## config.mk

```make
export PLATFORM = sky130hd
export DESIGN_NAME = instr_fetch_flat
export DESIGN_NICKNAME = d
export VERILOG_FILES = /design/src/rtl/instr_fetch_pkg.sv /design/src/rtl/instr_fetch_if.sv /design/src/rtl/fetch_buffer.sv /design/src/rtl/instr_fetch.sv /design/src/flat_wrapper.sv
export SDC_FILE = /design/constraint.sdc
export NUM_CORES = 1
export LEC_CHECK = 0
export CELL_PAD_IN_SITES_DETAIL_PLACEMENT = 1
export CELL_PAD_IN_SITES_GLOBAL_PLACEMENT = 2
export CORE_MARGIN = 2
export CORE_UTILIZATION = 35
export DETAILED_ROUTE_END_ITERATION = 8
export GPL_ROUTABILITY_DRIVEN = 0
export PLACE_DENSITY = 0.92
export SETUP_SLACK_MARGIN = 0.15
export SLEW_MARGIN = 20
export SYNTH_ARGS = -nofsm -noshare
export SYNTH_HDL_FRONTEND = slang
export SYNTH_SLANG_ARGS = --single-unit
```

## constraint.sdc

```tcl
create_clock -name clock -period 5.3 [get_ports clock]
set_input_delay 1.325 -clock clock [delete_from_list [all_inputs] [get_ports clock]]
set_output_delay 1.325 -clock clock [all_outputs]
set_load 0.03 [all_outputs]
```

## src/rtl/instr_fetch_pkg.sv

```systemverilog
// instr_fetch shared types and constants.
// Fetch state encoding, buffer entry layout, PC helpers.
package instr_fetch_pkg;

  localparam int INSTR_W = 16;
  localparam int ADDR_W  = 16;

  localparam logic [ADDR_W-1:0] PC_STEP = 16'd2;

  typedef enum logic [1:0] {
    S_REQ  = 2'd0,
    S_HOLD = 2'd1,
    S_DROP = 2'd2
  } fetch_state_t;

  typedef struct packed {
    logic [INSTR_W-1:0] instr;
    logic [ADDR_W-1:0]  pc;
  } fetch_entry_t;

  function automatic logic [ADDR_W-1:0] pc_inc(
    input logic [ADDR_W-1:0] pc
  );
    return pc + PC_STEP;
  endfunction

  function automatic logic [ADDR_W-1:0] pc_align(
    input logic [ADDR_W-1:0] pc
  );
    return {pc[ADDR_W-1:1], 1'b0};
  endfunction

endpackage

```

## src/rtl/instr_fetch_if.sv

```systemverilog
// instr_fetch bus: imem port, redirect, decode handoff.
// master = fetch unit, slave = memory/decode side.
interface instr_fetch_if;
  import instr_fetch_pkg::*;

  logic               imem_req;
  logic [ADDR_W-1:0]  imem_addr;
  logic               imem_ack;
  logic [INSTR_W-1:0] imem_rdata;

  logic               redirect;
  logic [ADDR_W-1:0]  redirect_pc;

  logic               ir_valid;
  logic               ir_ready;
  logic [INSTR_W-1:0] ir;
  logic [ADDR_W-1:0]  ir_pc;
  logic [ADDR_W-1:0]  ir_next_pc;

  modport master (
    output imem_req,
    output imem_addr,
    input  imem_ack,
    input  imem_rdata,
    input  redirect,
    input  redirect_pc,
    output ir_valid,
    input  ir_ready,
    output ir,
    output ir_pc,
    output ir_next_pc
  );

  modport slave (
    input  imem_req,
    input  imem_addr,
    output imem_ack,
    output imem_rdata,
    output redirect,
    output redirect_pc,
    input  ir_valid,
    output ir_ready,
    input  ir,
    input  ir_pc,
    input  ir_next_pc
  );

endinterface

```

## src/rtl/fetch_buffer.sv

```systemverilog
// Two-entry instruction buffer of {instr, pc}.
// Push and pop may coincide, even when full.
module fetch_buffer
  import instr_fetch_pkg::*;
#(
  parameter int DEPTH = 2
) (
  input  logic         clock,
  input  logic         reset,
  input  logic         flush,
  input  logic         push,
  input  logic         pop,
  input  fetch_entry_t din,
  output fetch_entry_t head,
  output logic         full,
  output logic         empty
);

  localparam logic [1:0] FULL_CNT = 2'(DEPTH);

  fetch_entry_t mem [2];
  logic         wptr;
  logic         rptr;
  logic [1:0]   count;
  logic         do_push;
  logic         do_pop;

  assign empty   = (count == 2'd0);
  assign full    = (count == FULL_CNT);
  assign do_pop  = pop & ~empty;
  assign do_push = push & (~full | do_pop);
  assign head    = mem[rptr];

  // Pointers and occupancy; flush empties the buffer in one cycle.
  always_ff @(posedge clock) begin
    if (reset || flush) begin
      wptr  <= 1'b0;
      rptr  <= 1'b0;
      count <= 2'd0;
    end else begin
      wptr  <= wptr ^ do_push;
      rptr  <= rptr ^ do_pop;
      count <= count + {1'b0, do_push} - {1'b0, do_pop};
    end
  end

  // Entry storage; contents are only meaningful below count.
  always_ff @(posedge clock) begin
    if (do_push && !reset && !flush) begin
      mem[wptr] <= din;
    end
  end

endmodule

```

## src/rtl/instr_fetch.sv

```systemverilog
// Instruction fetch stage: sequential 16-bit fetch into a
// two-entry buffer, with redirect and in-flight drop.
module instr_fetch
  import instr_fetch_pkg::*;
#(
  parameter logic [15:0] RESET_PC  = 16'h0000,
  parameter int          BUF_DEPTH = 2
) (
  input  logic              clock,
  input  logic              reset,
  instr_fetch_if.master     bus
);

  fetch_state_t      state;
  logic [ADDR_W-1:0] fetch_pc;
  logic [ADDR_W-1:0] drop_addr;
  logic [ADDR_W-1:0] tgt;
  logic              req_live;
  logic              ack;
  logic              push;
  logic              pop;
  logic              fill;
  logic              full;
  logic              empty;
  fetch_entry_t      din;
  fetch_entry_t      head;

  assign tgt      = pc_align(bus.redirect_pc);
  assign req_live = ~reset & (state != S_HOLD);
  assign ack      = req_live & bus.imem_ack;
  assign pop      = ~empty & bus.ir_ready & ~bus.redirect;
  assign push     = (state == S_REQ) & ack & ~bus.redirect;
  assign fill     = full | (~empty & ~pop);
  assign din      = '{instr: bus.imem_rdata, pc: fetch_pc};

  fetch_buffer #(
    .DEPTH (BUF_DEPTH)
  ) u_buf (
    .clock (clock),
    .reset (reset),
    .flush (bus.redirect),
    .push  (push),
    .pop   (pop),
    .din   (din),
    .head  (head),
    .full  (full),
    .empty (empty)
  );

  // Fetch FSM; redirect wins over every other event.
  always_ff @(posedge clock) begin
    if (reset) begin
      state     <= S_REQ;
      fetch_pc  <= pc_align(RESET_PC);
      drop_addr <= pc_align(RESET_PC);
    end else if (bus.redirect) begin
      fetch_pc <= tgt;
      unique case (state)
        S_REQ: begin
          if (!ack) begin
            state     <= S_DROP;
            drop_addr <= fetch_pc;
          end
        end
        S_HOLD: state <= S_REQ;
        S_DROP: if (ack) state <= S_REQ;
        default: state <= S_REQ;
      endcase
    end else begin
      unique case (state)
        S_REQ: begin
          if (ack) begin
            fetch_pc <= pc_inc(fetch_pc);
            if (fill) state <= S_HOLD;
          end
        end
        S_HOLD: if (pop) state <= S_REQ;
        S_DROP: if (ack) state <= S_REQ;
        default: state <= S_REQ;
      endcase
    end
  end

  assign bus.imem_req  = req_live;
  assign bus.imem_addr = (state == S_DROP) ? drop_addr
                                           : fetch_pc;

  assign bus.ir_valid   = ~empty;
  assign bus.ir         = empty ? '0 : head.instr;
  assign bus.ir_pc      = empty ? '0 : head.pc;
  assign bus.ir_next_pc = pc_inc(bus.ir_pc);

endmodule

```

## src/flat_wrapper.sv

```systemverilog
// flat-port wrapper written by rule: the top's interface ports become plain ports
module instr_fetch_flat import instr_fetch_pkg::*;
#(
  parameter logic [15:0] RESET_PC  = 16'h0000,
  parameter int          BUF_DEPTH = 2
)
  (clock, reset, bus_imem_req, bus_imem_addr, bus_imem_ack, bus_imem_rdata, bus_redirect, bus_redirect_pc, bus_ir_valid, bus_ir_ready, bus_ir, bus_ir_pc, bus_ir_next_pc);
  instr_fetch_if bus_i ();
  input  logic clock;
  input  logic reset;
  output wire logic [$bits(bus_i.imem_req)-1:0] bus_imem_req;
  output wire logic [$bits(bus_i.imem_addr)-1:0] bus_imem_addr;
  input wire logic [$bits(bus_i.imem_ack)-1:0] bus_imem_ack;
  input wire logic [$bits(bus_i.imem_rdata)-1:0] bus_imem_rdata;
  input wire logic [$bits(bus_i.redirect)-1:0] bus_redirect;
  input wire logic [$bits(bus_i.redirect_pc)-1:0] bus_redirect_pc;
  output wire logic [$bits(bus_i.ir_valid)-1:0] bus_ir_valid;
  input wire logic [$bits(bus_i.ir_ready)-1:0] bus_ir_ready;
  output wire logic [$bits(bus_i.ir)-1:0] bus_ir;
  output wire logic [$bits(bus_i.ir_pc)-1:0] bus_ir_pc;
  output wire logic [$bits(bus_i.ir_next_pc)-1:0] bus_ir_next_pc;
  assign bus_imem_req = bus_i.imem_req;
  assign bus_imem_addr = bus_i.imem_addr;
  assign bus_i.imem_ack = bus_imem_ack;
  assign bus_i.imem_rdata = bus_imem_rdata;
  assign bus_i.redirect = bus_redirect;
  assign bus_i.redirect_pc = bus_redirect_pc;
  assign bus_ir_valid = bus_i.ir_valid;
  assign bus_i.ir_ready = bus_ir_ready;
  assign bus_ir = bus_i.ir;
  assign bus_ir_pc = bus_i.ir_pc;
  assign bus_ir_next_pc = bus_i.ir_next_pc;
  instr_fetch #(.RESET_PC(RESET_PC), .BUF_DEPTH(BUF_DEPTH)) u_core (.clock(clock), .reset(reset), .bus(bus_i));
endmodule
```

### Yosys cells after proc, flatten, opt, wreduce, memory -nomap -nowiden

Memories as Yosys holds them, arrays and structs flattened. A register that Yosys moved wholly into a read port is not among the register bits.
Cells that the tools add are included.

| cells by class | value |
|---|---|
| add/sub/neg operators | 4 |
| equal/unequal tests | 8 |
| multiplexer cells | 17 |
| bitwise gates (word level) | 19 |
| reductions and logical operators | 14 |

Operators by type and width:

| kind | count |
|---|---|
| 16-bit 2-to-1 mux | 6 |
| 16-bit by 2-bit adder with 16-bit output, second input constant | 2 |
| 2-bit 2-to-1 mux | 6 |
| 1-bit bitwise AND | 9 |
| 3-bit by 2-bit != test with 1-bit output, second input constant | 3 |
| 1-bit inverter | 6 |
| 2-bit case mux with 3 select lines | 1 |
| 2-bit == test, second input constant | 2 |
| 2-bit zero test | 2 |
| 2-bit case mux with 2 select lines | 1 |
| 2-bit AND reduction | 2 |
| 4-bit AND reduction | 1 |
| 2-bit nonzero test | 2 |
| 1-bit 2-to-1 mux | 3 |
| 3-bit != test, second input constant | 1 |
| 3-bit AND reduction | 1 |
| 2-bit by 1-bit adder with 2-bit output | 1 |
| 2-bit by 1-bit == test with 1-bit output, second input constant | 1 |
| 1-bit logical AND | 2 |
| 1-bit zero test | 2 |
| 2-bit by 1-bit != test with 1-bit output, second input constant | 1 |
| 1-bit bitwise OR | 2 |
| 2-bit OR reduction | 1 |
| 2-bit by 1-bit subtractor with 2-bit output | 1 |
| other kinds (2) | 3 |

| word-level totals | value |
|---|---|
| register bits after elaboration | 38 |
| memory bits (writable) | 64 |
| input port bits | 37 |
| output and inout bits | 66 |
| memories kept | 1 |

Memory list:

| name | depth | bits a word | rd ports | clocked after Yosys merged registers in | write ports | RTL line | text |
|---|---|---|---|---|---|---|---|
| u_core.u_buf.mem | 2 | 32 | 1 | 1 | 1 | fetch_buffer.sv:21 | `fetch_entry_t mem [2];` |

### Longest topological paths before layout

| logic depth | value |
|---|---|
| word-level depth | 11 |
| gate-level depth with buffers | 11 |
| depth with buffers taken out | 10 |

### Cells and area by module

Synthesis repeated with hierarchy kept, for this count alone.

| second synthesis, totals | value |
|---|---|
| cell total of the unflattened synthesis | 420 |
| area total of the unflattened synthesis | 4829.6 µm² |

Modules (own cells, without submodules):

| module | times used | cells each | area each (µm²) |
|---|---|---|---|
| fetch_buffer | 1 | 128 | 2527.4 |
| instr_fetch | 1 | 292 | 2302.2 |

### Worst setup path after synthesis

No wires, ideal clock.

| path | value |
|---|---|
| path kind | reg-to-output |
| start | register u_core.u_buf.rptr (netlist name) |
| end | output bus_ir_next_pc[15] |
| arrival time | 2.786 ns |
| data required time | 3.975 ns |
| slack | 1.189 ns |
| stages on the path, launching flop included | 12 |
| cell sequence | dfxtp_1 > buf_6 > buf_8 > buf_12 > buf_6 > buf_4 > mux2i_1 > nor2_1 > ha_1 > nand4_4 > nor3_2 > xor2_1 |

RTL lines:

| item | RTL line | text |
|---|---|---|
| end: declaration | flat_wrapper.sv:21 | `output wire logic [$bits(bus_i.ir_next_pc)-1:0] bus_ir_next_pc;` |

==> flow_summary.yaml <==
hold_path:
  hold_path.startpoint: "u_core.drop_addr[4]"
  worstHoldPathType: "reg -> reg"
  hold_depth: 2
  hold_path_end: "u_core.drop_addr[4]"
layout:
  n_fill_cell: 1427
  num_antenna_cells: 0
  register_area_mm2: 0.00258
  nets: 529
  area_delta_synth_final_pct: 30.2
  layout_common_cells: "clkdlybuf4s50_1, nor2_1, edfxtp_1"
  multi_input_area_mm2: 0.00191
  final_layout_size_suffix_gt1_share_pct: 10.1
  final_common_cell: "clkdlybuf4s50_1"
power:
  vdd_drop_max_v: 0.000153
  p_leak_nw: 2.18
  power_density_mw_per_mm2: 282
  p_total_w: 0.00171
clock_network:
  cts_num_sinks: 98
  htreeDepth: 3
  clockRootBuffer: "clkbuf_16"
  cts_setup_buffers: 0
  worstSkewPairLatency_ps: 350
  numCtsBuffers: 9
  clk_pin_slew_ps: 60
  cts_buffer_depth: 2
  cts_resized: 0
  cts_tree: "built"
  cts_hold_buf: 0
detailed_routing:
  ant_nets: 0
  dr.first_iter.drc_count: 135
  drcViolationCount: 0
  via_count: 3253
  dr.pass1.iters: 4
  wl_um: 11400
  route.detailed.wl_per_inst_um: 17.1
  post_drt_via_cell_ratio: 4.86
global_route:
  use_met3_pct: 4.71
  grt_max_degree: 38
  grtUsageMet2_pct: 27.1
  gr-usage-met1_pct: 22.1
  grt_pass1_vias: 3493
  gr-total-overflow: 0
  grt_pass1_wl_um: 18800
  track_usage_pct: 16.8
  antenna_found_initial: 0
  grt_busiest_layer: "met2"
worst_setup_path:
  reg2reg_depth: 11
  path_delay_family: "buffers and inverters"
  cp.required_ps: 3970
  crit_path_max_fanout: 17
  reg2reg_from: "u_core.u_buf.count[1]"
  start_kind: "register"
  end_kind: "output pin"
  arrival_ps: 3020
  cp_cell_sequence: "buf_4 -> mux2i_1 -> nor2_2 -> and3_4 -> nand4b_1 -> xnor2_1 -> clkdlybuf4s50_1"
  rr_endpoint: "u_core.u_buf.count[1]"
  rrSetupSlack_ps: 2770
  path_buf_inv: 2
  criticalPathCategory: "reg -> out"
  critPathSlowestCell: "clkdlybuf4s50_1"
  slowest_delay_ps: 720
floorplan:
  core_mm2: 0.0131
  die_h_um: 119
  pin_count: 103
  die_area_mm2: 0.0143
  initial_core_util_pct: 35.5
  rows: 42
  die_width_um: 119
outcome:
  status: "finished clean"
logic_synthesis:
  synthDistinctLibCells: 50
  synth_area_per_cell_um2: 11.8
  synthCells: 394
  synth_flop_cell: "edfxtp_1"
  async_flop_share_pct: 0
  ys_warn_count: 0
  syn-cell-area_mm2: 0.00467
  synth_seq_cells: 98
  synth-edff-count: 62
  yosysSeqAreaShare_pct: 55.3
timing:
  setup_viol: 0
  final_max_slew_viol_count: 0
  skew_ps: 5.01
  slew_headroom_pct: 37.3
  setup_tns_ps: 0
  timing.fmax_ghz: 0.230
  rsz0062_at_grt: "no"
  timing.final.crit_share_pct: 82.0
  period_minus_slack_ps: 4350
  finalHoldViolations: 0
  tightestPinTransition_ps: 938
placed_design:
  port_buffers: 98
  dp_hpwl_um: 8030
flow_run:
  cap_violations: 0
==> logic make-up after synthesis <==
family	Yosys count	synth area share, %
compound gates	21	2.89
xor+xnor	31	5.82
fa+ha+maj	4	1.07
buf+inv	30	3.99
flops	98	55.3
mux	69	15.2
other cells	1	0.0803
simple gates	140	15.6
==> sequential cells by signal, summed over array words and instances, names as in the netlist <==
signal	flops
u_core.drop_addr	15
u_core.state	2
u_core.u_buf.rptr	1
u_core.fetch_pc	15
u_core.u_buf.count	2
u_core.u_buf.mem	62
u_core.u_buf.wptr	1
==> metrics by stage <==
| step | hold WS [ps] | instance area [µm²] | std cells | utilization, % | setup slack, ps |
|---|---|---|---|---|---|
| after floorplan | 460 | 4680 | 396 | - | 1190 |
| after global placement | 473 | 5770 | 653 | 43.9 | 1290 |
| after detailed placement | 489 | 5770 | 653 | 43.9 | 1220 |
| after CTS | 505 | 6080 | 669 | 46.3 | 895 |
| after global routing | 537 | 6080 | 669 | 46.3 | 746 |
| final | 502 | 6080 | 669 | 46.3 | 953 |
==> power by group <==
part / switching, W / internal [W]
Sequential: 0.0000225 / 0.000832
Clock: 0.000285 / 0.000393
Combinational: 0.0000960 / 0.0000832
Total: 0.000403 / 0.00131
==> synthesized netlist by cell type, drive strengths merged (6+ instances only) <==
cell type	number	share of area, %
nor3	6	0.75
edfxtp	62	40
a21oi	8	0.86
nor2	72	6.1
xnor2	19	3.6
mux2i	54	12
xor2	12	2.3
nand3	16	1.8
mux2	15	3.6
nand2	14	1.1
buf	19	3.1
inv	7	0.56
dfxtp	36	15
nand4	7	1.3
==> metal layers <==
metal / vias up / wire length [µm]
li1: 1576 / -
met5: - / 0
met3: 11 / 593
met2: 91 / 5280
met4: 0 / 136
met1: 1575 / 5420
==> worst max path at each step <==
stage / start / to / cells after the start
finish: u_core.u_buf.rptr / bus_ir_next_pc[14] / 7
global route: u_core.u_buf.rptr / bus_ir_next_pc[14] / 7
CTS: u_core.u_buf.rptr / bus_ir_next_pc[9] / 7
detailed placement: reset / u_core.u_buf.mem[0][30] / 7
global placement: reset / u_core.u_buf.mem[0][22] / 7
floorplan: u_core.u_buf.rptr / bus_ir_next_pc[15] / 11
==> worst reg2reg max path, delay by kind of cell, from the launching register on <==
kind                     cells  cell delay [ps]
XOR/XNOR                     2              320
adder cells (fa/ha/maj)      2              460
buffers and inverters        3              660
flip-flops                   1              360
AND/OR/NAND/NOR              4              610
==> area by class of cell <==
type | instances | share of cell area (%)
repair buffers | 104 | 16.9
inverters | 7 | 0.432
flip-flops and latches | 98 | 42.5
clock inverters | 4 | 0.803
clock buffers | 12 | 4.24
well taps | 176 | 3.62
multi-input cells | 268 | 31.5
(Power assumes the default switching activity.)
==> patch: new RTL, same flow settings <==
The 3 states of `fetch_state_t` get a one-hot encoding in 3 bits.
--- a/src/rtl/instr_fetch_pkg.sv
+++ b/src/rtl/instr_fetch_pkg.sv
@@ -9,6 +9,6 @@
 
-  typedef enum logic [1:0] {
-    S_REQ  = 2'd0,
-    S_HOLD = 2'd1,
-    S_DROP = 2'd2
+  typedef enum logic [2:0] {
+    S_REQ  = 3'b001,
+    S_HOLD = 3'b010,
+    S_DROP = 3'b100
   } fetch_state_t;
Formal check against the unedited RTL: no difference found for any inputs over 4 cycles, from zero or initial values and one cycle with reset high; so few cycles prove little.
==> patch against the original RTL <==
- routed wire length increased by 1.5%
- total power is 2.9% higher
- synthesized area down 0.64%
- sequential cell count is 1 higher
- critical path type unchanged
- setup slack worse by 0.51 ns
- critical endpoint is now bus_ir_next_pc[8]
- design area rose by 0.19%
- global-route usage up 0.069 points
- non-clock buffer count is 1 higher
==> patch: results (changes against the original RTL) <==
** Run status
- Outcome :: complete, no violations

** Setup path
- The number of cell instances on the worst register-to-register path came to 9 (-2).
- Worst endpoint data arrival time :: 3.53 ns (+0.51 ns)
- Highest cell delay on the worst timing path :: 0.70 ns (-0.02 ns)
- The top fanout value on the critical path was 23 (+6).
- In this run the critical register-to-register path is launched from u_core.state[0]$_SDFFE_PP1P_.
- The flop-to-flop setup slack was 2.55 ns (-0.22 ns).

** Synth
- By count the netlist is led by 63 x sky130_fd_sc_hd__nor2_1, 62 x sky130_fd_sc_hd__edfxtp_1, 46 x sky130_fd_sc_hd__mux2i_1, 37 x sky130_fd_sc_hd__dfxtp_1, 23 x sky130_fd_sc_hd__nand2_1.
- Leading post-synthesis cells by cell area :: sky130_fd_sc_hd__edfxtp_1 40%, sky130_fd_sc_hd__dfxtp_1 16%, sky130_fd_sc_hd__mux2i_1 9.9%
- Share of the yosys chip area belonging to registers :: 56.1% (+0.79 points)
- Post-synth cell types :: 46 (-8.0%)

** Power
- Switching part of the total power :: 23.7% (+0.15 points)
- Cell leakage power :: 0.00214 uW (-2.0%)
- Power in sequential cells :: 869 uW (+2%)
- Worst ir drop on vdd :: 0.000172 V (+12%)
- Total power :: 1760 uW (+2.9%)
- The power share of the clock group came to 39.5% (about the same).

** Global routing
- Overall routing resource usage :: 16.9% (+0.069 points)
- Via count of the first global-routing pass :: 3563 (+2.0%)
- The wire length of the first global-routing pass is 18.4 mm (-1.8%).
- The pin count of the biggest net entering global routing is 35 (-7.9%).

** Floorplanning
- Starting density of the core :: 35.4% (-0.087 points)

** Placement
- HPWL after detailed placement :: 8.33 mm (+3.8%)
- Total cell area at the placement stage :: 5770 sq um (about the same)
- Count of input and output buffers :: 98 (unchanged)

** Hold path
- In this run the most critical hold path is launched from u_core.drop_addr[9]$_SDFFE_PP0P_.

** Cells and area
- The total number of nets in the final design came to 536 (+1.3%).
- The ratio of cells with drive above 1 in the final layout was 9.20% (-0.94 points).

** STA
- The transition time at the pin with the least slew margin came to 0.873 ns (-0.0643 ns).
- Worst hold margin :: 0.495 ns (-0.00646 ns)
- Worst setup skew after layout :: 0.00459 ns (-0.000415 ns)

** Detailed routing
- The count of routing violations after the opening detailed-route iteration is 157 (+16%).
- Total wire length :: 11.6 mm (+1.5%)
- Overall via count from detail_route :: 3389 (+4.2%)

** Clocking
- The post-cts sizing count was 0 (unchanged).
[patch: cell count changes after synthesis, moves of 4 or more]
cell | before | now
sky130_fd_sc_hd__nand2_1 | 14 | 23
sky130_fd_sc_hd__mux2i_1 | 54 | 46
sky130_fd_sc_hd__a211oi_1 | 1 | 7
sky130_fd_sc_hd__clkbuf_1 | 4 | 10
sky130_fd_sc_hd__nor2_2 | 5 | 0
sky130_fd_sc_hd__and3_1 | 2 | 6
sky130_fd_sc_hd__nor2_1 | 67 | 63
sky130_fd_sc_hd__xnor2_1 | 19 | 15
[patch: worst paths after layout]
kind                                           end
hold / removal    u_core.drop_addr[9]$_SDFFE_PP0P_
setup reg to reg  u_core.u_buf.count[1]$_SDFF_PP0_
hold reg to reg   u_core.drop_addr[9]$_SDFFE_PP0P_
setup / recovery                 bus_ir_next_pc[8]
[patch: cell type report]
type                            count  area (sq um)
Clock buffer                        9           225
Fill cell                        1409          7000
Timing Repair Buffer              105          1030
Tap cell                          176           220
Sequential cell                    99          2600
Inverter                            6          22.5
Multi-Input combinational cell    274          1890
Clock inverter                      7          92.6
[patch: through the flow]
stage | cells | setup WS (ns)
3_3_place_gp | 660 | 0.827
5_1_grt | 676 | 0.207
6_report | 676 | 0.441
4_1_cts | 676 | 0.343
2_1_floorplan | 402 | 0.986
3_5_place_dp | 660 | 0.734
[patch: logic make-up after synthesis]
| family | share of synthesized area [%] |
|---|---|
| xor+xnor | 5.67 |
| flops | 56.1 |
| mux | 13.6 |
| simple gates | 15.5 |
| compound gates | 4.29 |
| fa+ha+maj | 1.08 |
| buf+inv | 3.70 |
| other cells | 0.0809 |
[patch: layer usage]
layer	GRT usage, %	vias up	part of all wire, %
met5	0	-	0
met4	4.69	0	0.99
met2	28.6	105	48
met3	5.27	10	6.7
li1	-	1625	-
met1	20.7	1649	45
